`src/rtl/i2c_reg_bank.sv`:
```
// i2c_reg_bank: register bank behind the I2C slave byte engine.
// Each I2C data byte is one access at the internal pointer. The pointer can be
// loaded from the register-address byte. It can also advance after every access.
// Entries can be made read-only, and reset contents come from a parameter.
//
// Optional feature: define REG_BANK_COR_EN to add parameter COR_MASK.
// A read of entry n with COR_MASK[n]=1 returns the value and then clears the entry.
//
// Ports:
//   i_ck       clock, all state on rising edge
//   i_rstn     asynchronous active-low reset
//   i_csn      0: bank selected; 1: inputs ignored, state held, pulses low
//   i_rw       0: write, 1: read (sampled with i_strobe)
//   i_addr_ld  load pointer from i_address
//   i_address  new pointer value
//   i_strobe   one-cycle access request
//   i_data     write data
//   o_data     read data, held until next read
//   o_valid    pulse: o_data updated this cycle
//   o_addr     current pointer value
//   o_wr_err   pulse: write rejected (read-only or unmapped)
module i2c_reg_bank #(
    parameter int unsigned         DW       = 8,
    parameter int unsigned         AW       = 4,
    parameter int unsigned         DEPTH    = 16,
    parameter logic [DEPTH-1:0]    RO_MASK  = '0,
    parameter logic [DW*DEPTH-1:0] INIT     = '0,
    parameter bit                  AUTO_INC = 1'b1
`ifdef REG_BANK_COR_EN
    ,
    parameter logic [DEPTH-1:0]    COR_MASK = '0
`endif
) (
    input  logic          i_ck,
    input  logic          i_rstn,
    input  logic          i_csn,
    input  logic          i_rw,
    input  logic          i_addr_ld,
    input  logic [AW-1:0] i_address,
    input  logic          i_strobe,
    input  logic [DW-1:0] i_data,
    output logic [DW-1:0] o_data,
    output logic          o_valid,
    output logic [AW-1:0] o_addr,
    output logic          o_wr_err
);

    logic [DW-1:0] mem_q [DEPTH];
    logic [DW-1:0] mem_d [DEPTH];
    logic [AW-1:0] ptr_q, ptr_d;
    logic [DW-1:0] data_q, data_d;
    logic          valid_q, valid_d;
    logic          wr_err_q, wr_err_d;

    logic [AW-1:0] acc_addr;
    logic [31:0]   acc_ext;
    logic          mapped;

    // A load in the same cycle as a strobe redirects that access.
    always_comb begin
        acc_addr = i_addr_ld ? i_address : ptr_q;
        acc_ext  = 32'(acc_addr);
        mapped   = acc_ext < DEPTH;
    end

    always_comb begin
        mem_d    = mem_q;
        ptr_d    = ptr_q;
        data_d   = data_q;
        valid_d  = 1'b0;
        wr_err_d = 1'b0;
        if (!i_csn) begin
            if (i_strobe) begin
                if (i_rw) begin
                    valid_d = 1'b1;
                    data_d  = mapped ? mem_q[acc_addr] : '0;
`ifdef REG_BANK_COR_EN
                    // Clear-on-read bypasses read-only protection.
                    if (mapped && COR_MASK[acc_addr]) begin
                        mem_d[acc_addr] = '0;
                    end
`endif
                end else if (mapped && !RO_MASK[acc_addr]) begin
                    mem_d[acc_addr] = i_data;
                end else begin
                    wr_err_d = 1'b1;
                end
                // An unmapped address also wraps the pointer to 0.
                if (AUTO_INC) begin
                    ptr_d = (acc_ext >= DEPTH - 1) ? '0 : acc_addr + AW'(1);
                end else begin
                    ptr_d = acc_addr;
                end
            end else if (i_addr_ld) begin
                ptr_d = i_address;
            end
        end
    end

    always_ff @(posedge i_ck or negedge i_rstn) begin
        if (!i_rstn) begin
            for (int unsigned n = 0; n < DEPTH; n++) begin
                mem_q[n] <= INIT[n*DW +: DW];
            end
            ptr_q    <= '0;
            data_q   <= '0;
            valid_q  <= 1'b0;
            wr_err_q <= 1'b0;
        end else begin
            mem_q    <= mem_d;
            ptr_q    <= ptr_d;
            data_q   <= data_d;
            valid_q  <= valid_d;
            wr_err_q <= wr_err_d;
        end
    end

    assign o_data   = data_q;
    assign o_valid  = valid_q;
    assign o_addr   = ptr_q;
    assign o_wr_err = wr_err_q;

endmodule
```
`config.mk`:
```
export PLATFORM = sky130hd
export DESIGN_NAME = i2c_reg_bank
export DESIGN_NICKNAME = d
export VERILOG_FILES = /design/src/rtl/i2c_reg_bank.sv
export SDC_FILE = /design/constraint.sdc
export NUM_CORES = 1
export LEC_CHECK = 0
export CORE_UTILIZATION = 42
export CTS_CLUSTER_SIZE = 14
export DETAILED_ROUTE_END_ITERATION = 8
export DONT_BUFFER_PORTS = 1
export GPL_ROUTABILITY_DRIVEN = 1
export HOLD_SLACK_MARGIN = 0.12
export SYNTH_ARGS = -nofsm -noshare
export SYNTH_HDL_FRONTEND = slang
export SYNTH_SLANG_ARGS = --single-unit
export TNS_END_PERCENT = 100
```
`constraint.sdc`:
```
create_clock -name i_ck -period 2.8 [get_ports i_ck]
set_clock_uncertainty 0.2 [all_clocks]
set_input_delay 0.56 -clock i_ck [delete_from_list [all_inputs] [get_ports i_ck]]
set_output_delay 0.56 -clock i_ck [all_outputs]
set_load 0.1 [all_outputs]
```
==> flow_summary_export.csv <==
group,metric,value,unit
sta,rsz0062_at_grt,"no",
sta,slew_viol_final,0,
critical_path,regToRegStartpoint,"o_addr[0]$_DFFE_PN0N_",
floorplanning,die_x,138,um
critical_path,ff2ff_path_depth,6,
clock_network,cts_buffer_depth,2,
routing,vias,5924,
clock_network,path_clk_slew,60,ps
yosys,synth_seq_area_share,45.6,%
sta,min_period_over_period,88.8,%
power_and_ir_drop,total_power,6.99,mW
yosys,ys.flop_type,"dfrtp_1",
job,cap_violations,0,
placed_design,dpl.cell_count,917,
placed_design,hpwlAfterDp,14.3,mm
power_and_ir_drop,power.internal,4.75,mW
yosys,synth-async-reset-ratio,100,%
routing,viasPerCell,6.18,
critical_path,cpPeakStageDelay,430,ps
finish,nets,738,
routing,ant_nets,0,
hold_path,hold_class,"input pin to async pin",
yosys,syn_inst,715,
critical_path,worst-path-buf-inv,2,
critical_path,r2r_end,"o_data[1]$_DFFE_PN0P_",
global_route,antenna_found_initial,0,
yosys,yosysUniqueCellTypes,48,
global_route,grt_usage,25.7,%
yosys,ys_ff_latch,141,
finish,fillers,1627,
routing,initialDrtViolationCount,531,
yosys,synth_edf_count,0,
clock_network,holdBufCountCts,9,
routing,wl,22.6,mm
power_and_ir_drop,p_seq_share,41.8,%
finish,layout-drive-gt1-share,28.7,%
clock_network,clock_latency,430,ps
placed_design,gp_congestion,0.850,
placed_design,io_buffers,0,
critical_path,r2r_slack,310,ps
power_and_ir_drop,vdd_drop_max,507,uV
floorplanning,initial_core_util,42.9,%
power_and_ir_drop,power.switching,2.24,mW
clock_network,clock-sinks,141,
global_route,grt_pass1_wl,35.3,mm
floorplanning,dieArea,0.0190,sq mm
power_and_ir_drop,sw_frac_of_total,32.0,%
critical_path,crit_arrival,2520,ps
routing,drc,0,
power_and_ir_drop,p_comb_share,22.5,%
critical_path,critPathMaxFanout,25,
critical_path,crit_top_cell,"o21ai_0",
finish,final_cell_mix,"dfrtp_1 (139), mux2_2 (126), o21ai_0 (68)",
clock_network,cts_setup_buffers,0,
finish,final_common_cell,"dfrtp_1",
floorplanning,rows,49,
sta,setup_viol,0,
power_and_ir_drop,p_clk_share,35.7,%
floorplanning,core,0.0180,sq mm
yosys,syn_nets,737,
finish,syn_to_final_growth,12.9,%
global_route,grt_start_max_net_pins,142,
status,violations,"negative hold slack",
sta,fin_setup_tns,0,ps
clock_network,htreeDepth,4,
critical_path,crit_slowest_cell,"o21ai_0",
critical_path,start_kind,"flop",
sta,worst_slew_pin_slew,998,ps
status,status,"finished with violations",
sta,finalHoldViolations,141,
routing,routedWlPerCell,23.6,um
critical_path,path_cells,"buf_4 -> inv_1 -> o21ai_0 -> o21ai_0 -> o21ai_0 -> a41oi_1",
clock_network,cts_root_buf,"clkbuf_16",
floorplanning,ios,32,
yosys,synth.avg_cell_area,10.8,sq um
finish,stdcell_count,958,
critical_path,worst_ep_required_time,2840,ps
yosys,synth.cell_area,0.00773,sq mm
sta,hold_ws,-360,ps
sta,min_period,2490,ps
power_and_ir_drop,cellLeakagePower,3.83,nW
finish,antennaDiodeCount,0,
global_route,overflow,0,
floorplanning,dieHeight,138,um
routing,firstDrtPassIters,5,
critical_path,critPathTopFamily,"compound AO/OA/AOI/OAI gates",
global_route,first_global_vias,6065,
clock_network,ctsResizeCount,0,
sta,slew-limit-headroom,33.5,%
critical_path,path_class,"flop to flop",
sta,fmax,402,MHz
clock_network,cts_tree,"done",
yosys,yosys_warnings,0,
power_and_ir_drop,cellPowerDensity,800,mW/mm^2
critical_path,crit_path_end_kind,"flop",
clock_network,numCtsBuffers,17,
per-layer routing:
metal	global-route usage, %	vias up	wire [um]
met5	0	-	0
met4	9.58	0	621
met2	40.5	247	10500
li1	-	2601	-
met3	6.92	53	1670
met1	33.5	3023	9820
worst max path at each step:
stage | start | to | slack, ps | depth (start not counted)
final | o_addr[0]$_DFFE_PN0N_ | o_data[1]$_DFFE_PN0P_ | 310 | 6
after global routing | o_addr[0]$_DFFE_PN0N_ | o_data[1]$_DFFE_PN0P_ | 260 | 6
after CTS | o_addr[0]$_DFFE_PN0N_ | o_data[1]$_DFFE_PN0P_ | 370 | 6
after detailed placement | i_addr_ld | o_addr[3]$_DFFE_PN0N_ | 230 | 7
after global placement | i_addr_ld | mem_q[29]$_DFFE_PN0P_ | 310 | 5
after floorplan | o_addr[1]$_DFFE_PN0N_ | mem_q[0]$_DFFE_PN0P_ | 50 | 10
final cells by class:
class	instances	area [sq um]	area share, %
Tap cell	229	287	3.28
Clock inverter	11	179	2.05
Sequential cell	141	3530	40.4
Timing Repair Buffer	41	343	3.93
Clock buffer	21	470	5.39
Multi-Input combinational cell	508	3900	44.6
Inverter	7	26.3	0.301
sequential cells by signal, summed over array words and instances (netlist names):
| signal | flops |
|---|---|
| o_data | 8 |
| mem_q | 128 |
| o_addr | 4 |
| o_valid | 1 |
synthesized netlist by cell type (3+ instances only):
master | n | share of area, %
buf_2 | 25 | 1.6
mux2_1 | 3 | 0.44
dfrtp_1 | 141 | 46
o211ai_1 | 24 | 2.3
nor2_1 | 67 | 3.3
a41oi_1 | 8 | 0.91
nand3_4 | 10 | 2.3
mux2_2 | 126 | 18
buf_6 | 5 | 0.73
mux2i_1 | 9 | 1.2
o21a_1 | 8 | 0.78
ha_1 | 4 | 0.65
nand2_1 | 33 | 1.6
clkbuf_1 | 26 | 1.3
a21boi_0 | 8 | 0.78
o31a_1 | 8 | 0.91
a21oi_1 | 17 | 1.1
and3_1 | 5 | 0.40
a211oi_1 | 8 | 0.78
o22ai_1 | 8 | 0.65
o22a_1 | 8 | 0.91
o21ai_0 | 68 | 4.4
o21bai_1 | 16 | 1.6
nor2b_1 | 15 | 1.2
inv_1 | 5 | 0.24
a22oi_1 | 8 | 0.78
nand2b_1 | 20 | 1.6
a32oi_1 | 8 | 0.91
stage by stage:
stage / util [%] / instance area (sq um) / setup slack (ps)
after floorplan: - / 7730 / 54.7
after global placement: 44.3 / 7990 / 311
after detailed placement: 44.3 / 7990 / 230
after CTS: 48.4 / 8730 / 368
after global routing: 48.4 / 8730 / 257
final: 48.4 / 8730 / 314
power groups by stage:
stage	logic (mW)	clock network, mW	registers (mW)
after floorplan	1.07	0	3.00
after global placement	1.47	0	2.92
after detailed placement	1.50	0	2.95
after CTS	1.56	2.51	2.92
after global routing	1.70	2.61	2.98
final	1.57	2.50	2.92
cell families (layout without fill, tap and decap cells):
family          Yosys count  in the layout  share of synthesized area, %
simple gates            157            157                          11.1
compound gates          205            205                          18.0
flops                   141            141                          45.6
xor+xnor                  2              2                         0.227
other cells               1              1                        0.0485
buf+inv                  66             80                          4.17
mux                     139            139                          20.1
fa+ha+maj                 4              4                         0.647
worst register-to-register path, stage by stage, from the launching register on:
cell and delay (ps):
dfrtp_2 410, buf_4 330, inv_1 390, o21ai_0 240, o21ai_0 90, o21ai_0 430
a41oi_1 200
Note: power is estimated with default switching activity, not from simulation.
